[src/rtl/mem_arbiter.sv]
// mem_arbiter: two-port (instruction / data) round-robin arbiter in front of a
// single memory controller. One transaction in flight at a time; every output
// is a register, so nothing on an input reaches an output in the same cycle.
module mem_arbiter (
    input  logic        clk,
    input  logic        rst,
    input  logic        rdy,
    // instruction port
    input  logic [1:0]  i_rw_flag,
    input  logic [31:0] i_addr,
    input  logic [1:0]  i_len,
    output logic [31:0] i_data_out,
    output logic        i_busy,
    output logic        i_done,
    // data port
    input  logic [1:0]  d_rw_flag,
    input  logic [31:0] d_addr,
    input  logic [1:0]  d_len,
    input  logic [31:0] d_wdata,
    output logic [31:0] d_data_out,
    output logic        d_busy,
    output logic        d_done,
    // memory side
    output logic [1:0]  rw_flag_out,
    output logic [31:0] addr_out,
    output logic [1:0]  len_out,
    output logic [31:0] wdata_out,
    input  logic [31:0] read_data,
    input  logic        mem_busy,
    input  logic        mem_done
);

    typedef enum logic [1:0] {
        IDLE    = 2'd0,
        SERVE_I = 2'd1,
        SERVE_D = 2'd2
    } state_t;

    state_t state;
    logic   last_grant;   // 0 = I served last, 1 = D served last

    // The controller sequences purely on mem_done; mem_busy is informational.
    logic   unused_mem_busy;
    assign unused_mem_busy = mem_busy;

    // A port whose done pulse is high this cycle is still holding the request
    // it just completed, so it is masked to avoid re-issuing it.
    logic i_elig, d_elig, grant_i, grant_d;
    assign i_elig  = (i_rw_flag != 2'b00) && !i_done;
    assign d_elig  = (d_rw_flag != 2'b00) && !d_done;
    assign grant_i = i_elig && (!d_elig || last_grant);
    assign grant_d = d_elig && (!i_elig || !last_grant);

    // Arbitration FSM with all outputs registered; rdy low freezes everything.
    always_ff @(posedge clk) begin
        if (rst) begin
            state       <= IDLE;
            last_grant  <= 1'b1;
            i_data_out  <= 32'd0;
            i_busy      <= 1'b0;
            i_done      <= 1'b0;
            d_data_out  <= 32'd0;
            d_busy      <= 1'b0;
            d_done      <= 1'b0;
            rw_flag_out <= 2'b00;
            addr_out    <= 32'd0;
            len_out     <= 2'b00;
            wdata_out   <= 32'd0;
        end else if (rdy) begin
            // issue strobe and done pulses last a single cycle
            rw_flag_out <= 2'b00;
            i_done      <= 1'b0;
            d_done      <= 1'b0;
            case (state)
                IDLE: begin
                    if (grant_i) begin
                        rw_flag_out <= i_rw_flag;
                        addr_out    <= i_addr;
                        len_out     <= i_len;
                        wdata_out   <= 32'd0;
                        last_grant  <= 1'b0;
                        i_busy      <= 1'b1;
                        state       <= SERVE_I;
                    end else if (grant_d) begin
                        rw_flag_out <= d_rw_flag;
                        addr_out    <= d_addr;
                        len_out     <= d_len;
                        wdata_out   <= d_wdata;
                        last_grant  <= 1'b1;
                        d_busy      <= 1'b1;
                        state       <= SERVE_D;
                    end
                end
                SERVE_I: begin
                    if (mem_done) begin
                        i_data_out <= read_data;
                        i_done     <= 1'b1;
                        i_busy     <= 1'b0;
                        state      <= IDLE;
                    end
                end
                SERVE_D: begin
                    if (mem_done) begin
                        d_data_out <= read_data;
                        d_done     <= 1'b1;
                        d_busy     <= 1'b0;
                        state      <= IDLE;
                    end
                end
                default: state <= IDLE;
            endcase
        end
    end

endmodule

[config.mk]
export PLATFORM = sky130hd
export DESIGN_NAME = mem_arbiter
export DESIGN_NICKNAME = d
export VERILOG_FILES = /design/src/rtl/mem_arbiter.sv
export SDC_FILE = /design/constraint.sdc
export NUM_CORES = 1
export LEC_CHECK = 0
export ABC_AREA = 1
export BUFFER_PORTS_ARGS = -buffer_cell sky130_fd_sc_hd__buf_2
export CORE_ASPECT_RATIO = 0.75
export CORE_UTILIZATION = 42
export DETAILED_ROUTE_END_ITERATION = 8
export HOLD_SLACK_MARGIN = 0.15
export PLACE_DENSITY_LB_ADDON = 0.25
export SKIP_CTS_REPAIR_TIMING = 1
export SLEW_MARGIN = 25
export SYNTH_ARGS = -nofsm -noshare
export SYNTH_HDL_FRONTEND = slang
export SYNTH_SLANG_ARGS = --single-unit
[constraint.sdc]
create_clock -name clk -period 1.47 [get_ports clk]
set_input_delay 0.147 -clock clk [delete_from_list [all_inputs] [get_ports clk]]
set_output_delay 0.147 -clock clk [all_outputs]
set_load 0.02 [all_outputs]
==> impl_metrics.py, run 1 <==
metrics = {
    "worst_setup_path": {
        "worstPathMaxFanout": 19,
        "endpoint_kind": "register",
        "required_ps": 1820,
        "crit_type": "register to register",
        "critPathLaunchType": "register",
        "cp_data_arrival_time_ps": 1790,
    },
    "global_route": {
        "grt_pass1_vias": 5178,
        "grtUsageMet1_pct": 26.1,
        "grt_busiest_layer": "met2",
        "track_usage_pct": 21.4,
        "use_met2_pct": 35.6,
        "grt_pass1_wl_um": 25200,
        "antenna_found_initial": 1,
        "grt_start_max_net_pins": 68,
        "met3_usage_pct": 6.22,
        "grt_overflow": 0,
    },
    "sta": {
        "period_needed_ps": 1430,
        "finalHoldViolations": 0,
        "timing.fmax_mhz": 698,
        "final_max_slew_viol_count": 0,
        "rsz0062_at_grt": "yes",
        "max_slew.worst_pin.slew_ps": 260,
        "fin_tns_setup_ps": 0,
        "setup_ws_ps": 38.0,
        "finalSetupViolations": 0,
        "slew_headroom_pct": 82.7,
        "finClkSkew_ps": 11.1,
        "min_period_over_period_pct": 97.4,
    },
    "clock_network": {
        "htree_levels": 4,
        "cts_root_buf": "clkbuf_16",
        "cts_tree": "built",
        "insertion_delay_ps": 410,
        "clock-sinks": 139,
        "cts_buffers": 17,
        "cts.reportedPaths.clkPinSlew_ps": 60,
        "clk_path_buf_depth": 2,
    },
    "yosys": {
        "yosysUniqueCellTypes": 25,
        "ys.warnings.count": 0,
        "synth_top_area_cell": "dfxtp_1",
        "async_reset_ff_share_pct": 0,
        "synth-edff-count": 0,
        "netlist.area_leader.share_pct": 46.3,
        "synthesis.nets": 943,
        "netlist_area_um2": 6010,
        "synth_ff_type": "dfxtp_1",
        "synthTopCellsByCount": "nand2_1, dfxtp_1, inv_1",
        "synth-seq-cells": 139,
        "synth.most_common_cell": "nand2_1",
        "yosys-top-cells-area": "dfxtp_1, nand2_1, inv_1, a21oi_1, nand3_2",
        "syn_area_per_cell_um2": 7.52,
        "ys_seq_area_share_pct": 46.3,
        "netlist_instances": 799,
    },
    "place": {
        "portBuffers": 275,
        "placed_area_um2": 7660,
        "dpl.hpwl_um": 11300,
        "dp_slack_ps": -2.33,
        "routabilityCongestion": 0.791,
    },
    "floorplanning": {
        "die_h_um": 106,
        "row_count": 37,
        "ios": 277,
        "die_w_um": 140,
        "dieArea_um2": 14800,
        "start_util_pct": 43.4,
        "coreArea_um2": 13800,
    },
    "routing": {
        "avgViaCountPerCell": 4.80,
        "vias": 6693,
        "drc": 0,
        "dr.pass1.iters": 5,
        "routedWlPerCell_um": 14.5,
        "first_iter_violations": 402,
        "ant_nets": 0,
        "drt-total-wl_um": 20300,
    },
    "pwr": {
        "combPwrFrac_pct": 23.6,
        "p_leak_nw": 4.86,
        "clkPwrFrac_pct": 40.1,
        "power.total_w": 0.0115,
        "power.density_nw_per_um2": 1160,
        "netSwitchingFraction_pct": 29.2,
        "power_switching_w": 0.00336,
        "internal-power_w": 0.00816,
        "max-vdd-ir-drop_mv": 1.05,
        "pwr-share-seq_pct": 36.3,
    },
    "layout": {
        "design_area_um2": 9900,
        "drive_above_1_share_pct": 34.9,
        "final_nets": 1350,
        "area_growth_pct": 64.8,
    },
    "job": {
        "cap_violations": 0,
    },
    "status": {
        "status": "complete, no violations",
    },
    "worst_hold_path": {
        "hold_path_class": "input port to register",
    },
}
-- path summary, 6_finish.rpt --
path,startpoint,end,slack [ps],cells after the start
max,state[1],addr_out[1],40,9
min,i_rw_flag[1],rw_flag_out[1],140,5
max reg2reg,state[1],addr_out[1],40,9
min reg2reg,d_data_out[8],d_data_out[8],440,2
-- worst max-delay path, stage by stage, from the launching register on --
cell	delay [ps]
dfxtp_2	320
inv_2	70
ha_2	180
nand2_2	70
inv_4	90
nand2_8	120
buf_12	190
a21oi_1	170
nand2_1	90
inv_1	70
-- routing by layer --
metal	up-vias	part of all wire (%)
met1	2993	42
met2	299	46
met5	-	0
li1	3321	-
met4	0	4.2
met3	80	7.3
-- kinds of logic (layout without fill, tap and decap cells) --
| group | count (synthesis) | count (layout) | synth area share, % |
|---|---|---|---|
| AND/OR/NAND/NOR | 312 | 312 | 24.1 |
| other | 0 | 1 | 0 |
| buffers and inverters | 173 | 593 | 12.7 |
| flip-flops | 139 | 139 | 46.3 |
| adder cells (fa/ha/maj) | 3 | 3 | 0.625 |
| AO/OA/AOI/OAI | 172 | 172 | 16.3 |
-- state kept, by name, indices dropped and copies added, names as in the netlist, 2 cells and up --
register	count
addr_out	32
d_data_out	32
i_data_out	32
wdata_out	32
len_out	2
rw_flag_out	2
state	2
-- power by group through the flow --
stage / Clock (W) / Sequential, W / Combinational [W]
final: 0.00462 / 0.00418 / 0.00272
after global placement: 0 / 0.00425 / 0.00213
after floorplan: 0 / 0.00457 / 0.00105
after global routing: 0.00484 / 0.00421 / 0.00292
after CTS: 0.00469 / 0.00417 / 0.00216
after detailed placement: 0 / 0.00425 / 0.00215
-- placed cells by master, fill, tap and decap left out --
master and count:
inv_6 2, inv_2 6, nor3_1 1, a21oi_2 31
clkinv_4 3, clkinv_8 1, inv_4 1, ha_2 1
clkbuf_8 2, bufinv_16 4, o21ai_1 11, buf_6 3
buf_16 1, or2_2 1, o21ai_0 56, clkinv_2 2
nand3_2 37, a21oi_1 74, buf_12 14, nand2_8 1
dlygate4sd3_1 133, clkinvlp_4 2, inv_1 113, clkinv_16 1
nand2_1 155, dfxtp_1 137, dfxtp_2 2, nand2_2 4
nor2_1 74, clkbuf_16 23, buf_4 7, ha_1 2
nor2_2 2, diode_2 1, buf_2 275, nand3_1 37
-- metrics by stage --
step / hold slack, ps / utilization, % / std cells
global placement: 384 / 55.3 / 1219
finish: 138 / 71.5 / 1395
floorplan: 282 / - / 799
global route: 152 / 71.5 / 1394
CTS: -45.9 / 60.0 / 1251
detailed placement: 390 / 55.3 / 1219
-- cell type report --
cell class | count | area [µm²]
Multi-Input combinational cell | 487 | 2500
Antenna cell | 1 | 2.50
Clock buffer | 19 | 453
Inverter | 121 | 483
Timing Repair inverter | 1 | 16.3
Fill cell | 1050 | 3940
Sequential cell | 139 | 2790
Clock inverter | 13 | 189
Tap cell | 175 | 219
Timing Repair Buffer | 439 | 3250
No activity file was read; power rests on OpenSTA's default activity.
==> run 2: changes to the inputs <==
- CORE_ASPECT_RATIO: 0.75 -> 0.8
- PLACE_DENSITY_LB_ADDON: 0.25 -> 0.2
- TNS_END_PERCENT: default -> 100
==> run 2 against run 1 <==
- count of clock-buffer cells in the layout rose by 7
- die area barely moved
- combinational power rose by 3%
- first-iteration DRC count fell by 13%
- critical path type unchanged
==> impl_metrics.py, run 2 (synthesized netlist as in run 1, its figures left out) <==
metrics = {
    "status": {
        "status": "complete, no violations",
    },
    "routing": {
        "routedWlPerCell_um": 14.5,
        "drt-total-wl_um": 20500,
        "first_iter_violations": 350,
        "drc": 0,
        "dr.pass1.iters": 5,
        "ant_nets": 0,
        "vias": 6737,
        "avgViaCountPerCell": 4.78,
    },
    "worst_setup_path": {
        "worstPathMaxFanout": 8,
        "reg2reg_setup_slack_ps": 30,
        "cp_data_arrival_time_ps": 1750,
        "critPathLaunchType": "register",
        "r2r-end": "addr_out[14]",
        "rr_worst_depth": 10,
        "r2r_start": "state[0]",
        "crit_type": "register to register",
        "endpoint_kind": "register",
        "required_ps": 1780,
    },
    "floorplanning": {
        "ios": 277,
        "dieArea_um2": 14800,
        "die_w_um": 136,
        "row_count": 38,
        "die_h_um": 109,
        "start_util_pct": 43.7,
        "coreArea_um2": 13700,
    },
    "sta": {
        "rsz0062_at_grt": "yes",
        "min_period_over_period_pct": 98.0,
        "hold_slack_ps": 174,
        "timing.fmax_mhz": 694,
        "slew_headroom_pct": 73.1,
        "finalSetupViolations": 0,
        "final_max_slew_viol_count": 0,
        "finalHoldViolations": 0,
        "period_needed_ps": 1440,
        "finClkSkew_ps": 6.11,
        "max_slew.worst_pin.slew_ps": 403,
    },
    "clock_network": {
        "cts_root_buf": "clkbuf_16",
        "cts.reportedPaths.clkPinSlew_ps": 50,
        "htree_levels": 4,
        "cts_buffers": 17,
        "clock-sinks": 139,
        "clk_path_buf_depth": 2,
        "insertion_delay_ps": 410,
        "cts_tree": "built",
    },
    "pwr": {
        "max-vdd-ir-drop_mv": 0.792,
        "power.density_nw_per_um2": 1140,
        "p_leak_nw": 4.89,
    },
    "place": {
        "dpl.hpwl_um": 11100,
        "routabilityCongestion": 0.776,
        "portBuffers": 275,
    },
    "layout": {
        "final_cell_mix": "buf_2, nand2_1, dfxtp_1",
        "fillers": 1001,
        "area_growth_pct": 65.6,
        "final_nets": 1359,
        "post-route-util_pct": 72.4,
        "layout_commonest_cell": "buf_2",
        "drive_above_1_share_pct": 35.0,
    },
    "global_route": {
        "grt_overflow": 0,
        "grt_pass1_wl_um": 25000,
        "antenna_found_initial": 1,
        "track_usage_pct": 21.5,
        "grt_start_max_net_pins": 73,
        "grt_pass1_vias": 5227,
    },
    "worst_hold_path": {
        "hold_path_class": "input port to register",
        "worstHoldPathCells": 5,
        "hp-start": "d_rw_flag[0]",
        "hold_end": "rw_flag_out[0]",
    },
    "job": {
        "cap_violations": 0,
    },
}
## run 2: cell count changes in the layout (fill, tap and decap cells not counted), sizes merged
cell and delta:
bufinv -1, clkinv -4, dlygate4sd3 -1, inv -2, buf +9, clkbuf +8
## run 2: worst max-delay path by stage
| stage | startpoint | end | slack (ps) | cells past startpoint |
|---|---|---|---|---|
| 2_1_floorplan | state[0] | addr_out[29] | 50 | 9 |
| 3_3_place_gp | state[1] | addr_out[5] | 20 | 10 |
| 3_5_place_dp | state[0] | addr_out[31] | -20 | 9 |
| 4_1_cts | state[0] | addr_out[15] | -20 | 9 |
| 5_1_grt | state[0] | addr_out[14] | -50 | 10 |
| 6_report | state[0] | addr_out[14] | 30 | 10 |
## run 2: power by group
group / switching [W] / internal [W] / leakage [nW]
sequential: 0.000138 / 0.00405 / 1.13
clock: 0.00153 / 0.00280 / 0.285
combinational: 0.00157 / 0.00123 / 3.47
## run 2: routing by layer
layer | track usage [%] | routed length [µm]
met2 | 36.1 | 9990
met3 | 6.65 | 1570
met1 | 25.2 | 8090
met5 | 0 | 0
met4 | 9.71 | 810
## run 2: worst max-delay path, stage by stage, from the launching register on
cell       delay (ps)
dfxtp_2           320
inv_2              80
ha_4              140
nand2_2            70
inv_4              90
nand2_8           120
clkinv_8          120
clkbuf_16         150
nand3_1           110
nand2_1            80
inv_1              40
## run 2: cell type report
cell class	instances	area, µm²	area share, %
Timing Repair Buffer	448	3330	33.5
Sequential cell	139	2790	28.0
Multi-Input combinational cell	487	2520	25.3
Clock buffer	26	489	4.92
Inverter	121	472	4.74
Tap cell	180	225	2.26
Clock inverter	6	110	1.11
Timing Repair inverter	1	16.3	0.163
Antenna cell	1	2.50	0.0251
## run 2: metrics by stage
stage	area (µm²)	total power (W)	instances	setup slack, ps	setup TNS, ps
2_1_floorplan	6010	0.00562	799	46.0	0
3_3_place_gp	7670	0.00637	1228	22.3	0
3_5_place_dp	7670	0.00639	1228	-16.1	-84.2
4_1_cts	8270	0.0107	1260	-17.5	-112
5_1_grt	9950	0.0118	1409	-46.5	-283
6_report	9950	0.0113	1409	29.1	0
==> run 3: changes to the inputs <==
- BUFFER_PORTS_ARGS: -buffer_cell sky130_fd_sc_hd__buf_2 -> default
- CORE_ASPECT_RATIO: 0.8 -> 1.2
- CORE_UTILIZATION: 42 -> 50
- DONT_BUFFER_PORTS: default -> 1
==> run 3 against run 2 <==
- the flow now finishes with violations (hold timing)
- sequential power increased by 9.3%
- worst hold slack got worse by 370 ps
- final area decreased by 27%
- fmax increased by 2.6%
- die area decreased by 16%
- via count decreased by 24%
- wire length decreased by 25%
- setup slack improved by 36 ps
- register-to-register slack improved by 40 ps
- largest power group unchanged
- clock power increased by 5.5%
- final cell count decreased by 30%
==> impl_metrics.py, run 3 (synthesized netlist as in run 1, its figures left out) <==
metrics = {
    "status": {
        "status": "complete, but fails checks",
        "violations": "hold timing",
    },
    "clock_network": {
        "cts_root_buf": "clkbuf_16",
        "insertion_delay_ps": 410,
        "cts.reportedPaths.clkPinSlew_ps": 60,
        "clock-sinks": 139,
        "cts_tree": "built",
        "clk_path_buf_depth": 2,
        "cts_buffers": 17,
        "htree_levels": 4,
    },
    "global_route": {
        "grt_start_max_net_pins": 74,
        "antenna_found_initial": 0,
        "met3_usage_pct": 9.24,
        "grt_overflow": 0,
        "grt_pass1_vias": 4373,
        "grtUsageMet1_pct": 23.5,
        "grt_pass1_wl_um": 21300,
        "track_usage_pct": 22.1,
        "use_met2_pct": 38.6,
        "grt_busiest_layer": "met2",
    },
    "layout": {
        "design_area_um2": 7240,
        "final_nets": 965,
        "layout_commonest_cell": "nand2_1",
        "final_cell_mix": "nand2_1, dfxtp_1, inv_1",
        "stdcell_count": 990,
        "drive_above_1_share_pct": 16.4,
        "post-route-util_pct": 62.3,
        "fillers": 1028,
        "area_growth_pct": 20.5,
        "diodes": 0,
    },
    "sta": {
        "finalSetupViolations": 0,
        "final_max_slew_viol_count": 0,
        "slew_headroom_pct": 78.5,
        "period_needed_ps": 1400,
        "setup_ws_ps": 65.1,
        "finalHoldViolations": 72,
        "timing.fmax_mhz": 712,
        "rsz0062_at_grt": "yes",
        "hold_slack_ps": -198,
        "max_slew.worst_pin.slew_ps": 322,
        "min_period_over_period_pct": 95.6,
        "finClkSkew_ps": 9.22,
    },
    "worst_setup_path": {
        "crit_chain": "inv_2 -> ha_2 -> nand2_2 -> inv_4 -> nand2_8 -> clkinv_8 -> buf_16 -> nand3_2 -> a21oi_2",
        "worst_path_max_delay_cell": "dfxtp_2",
        "endpoint_kind": "register",
        "reg2reg_setup_slack_ps": 70,
        "crit_type": "register to register",
        "r2r_start": "state[0]",
        "required_ps": 1810,
        "critPathLaunchType": "register",
        "r2r-end": "wdata_out[27]",
        "worstPathMaxFanout": 15,
        "rr_worst_depth": 9,
        "slowest_delay_ps": 330,
        "cp_data_arrival_time_ps": 1740,
    },
    "worst_hold_path": {
        "hp-start": "rst",
        "hold_path_class": "input port to register",
        "worstHoldPathCells": 1,
        "hold_end": "wdata_out[3]",
    },
    "routing": {
        "drt-total-wl_um": 15300,
        "drc": 0,
        "ant_nets": 0,
        "first_iter_violations": 172,
        "vias": 5115,
        "routedWlPerCell_um": 15.4,
        "avgViaCountPerCell": 5.17,
        "dr.pass1.iters": 5,
    },
    "floorplanning": {
        "row_count": 43,
        "die_h_um": 122,
        "coreArea_um2": 11600,
        "ios": 277,
        "start_util_pct": 51.7,
        "die_w_um": 102,
        "dieArea_um2": 12500,
    },
    "job": {
        "cap_violations": 0,
    },
    "place": {
        "portBuffers": 0,
        "dpl.hpwl_um": 10000,
        "dp_cells": 922,
        "dp_slack_ps": -54.5,
        "routabilityCongestion": 0.806,
        "placed_area_um2": 6140,
    },
    "pwr": {
        "max-vdd-ir-drop_mv": 0.725,
        "power.total_w": 0.0106,
        "p_leak_nw": 3.07,
        "power.density_nw_per_um2": 1460,
    },
}
## run 3: cell count changes in the layout (fill, tap and decap cells not counted), moves of 3 or more
cell / before / now
dlygate4sd3_1: 132 / 33
inv_6: 0 / 4
buf_12: 13 / 6
clkinv_4: 0 / 3
o21ai_1: 18 / 12
buf_4: 15 / 10
o21ai_0: 49 / 55
buf_2: 275 / 0
clkbuf_1: 6 / 0
clkbuf_16: 24 / 20
buf_6: 4 / 1
## run 3: cell type report
cell class | count | area, µm² | area share, %
flip-flops and latches | 139 | 2780 | 38.4
multi-input cells | 487 | 2490 | 34.3
repair buffers | 55 | 667 | 9.21
inverters | 121 | 469 | 6.48
clock buffers | 19 | 453 | 6.25
well taps | 157 | 196 | 2.71
clock inverters | 12 | 186 | 2.57
## run 3: routing by layer
| metal | part of all wire [%] | wire length (µm) |
|---|---|---|
| met5 | 0 | 0 |
| met4 | 2.0 | 306 |
| met3 | 9.8 | 1500 |
| met2 | 50 | 7630 |
| met1 | 38 | 5850 |
## run 3: how the worst max path moves through the flow
stage,startpoint,end,slack (ps),cells after the start
floorplan,state[0],addr_out[29],50,9
global placement,state[0],addr_out[12],20,9
detailed placement,state[0],addr_out[6],-50,9
CTS,state[0],wdata_out[27],-90,8
global route,state[1],addr_out[15],-4,10
finish,state[0],wdata_out[27],70,9
## run 3: through the flow
stage	setup TNS [ps]	hold slack, ps
after floorplan	0	282
after global placement	0	216
after detailed placement	-1400	217
after global routing	-6.08	-224
after CTS	-2440	-215
final	0	-198
## run 3: worst max-delay path: cells and delay by family (launching register included)
family / cells / cell delay [ps]
AOI/OAI and AO/OA: 1 / 140
and+or+nand+nor: 3 / 250
buffers and inverters: 4 / 410
DFF: 1 / 330
adders and majority gates: 1 / 190
## run 3: power breakdown
part | switching [W] | internal (W)
combinational | 0.000838 | 0.000584
sequential | 0.000526 | 0.00404
clock | 0.00163 | 0.00295
total | 0.00299 | 0.00758
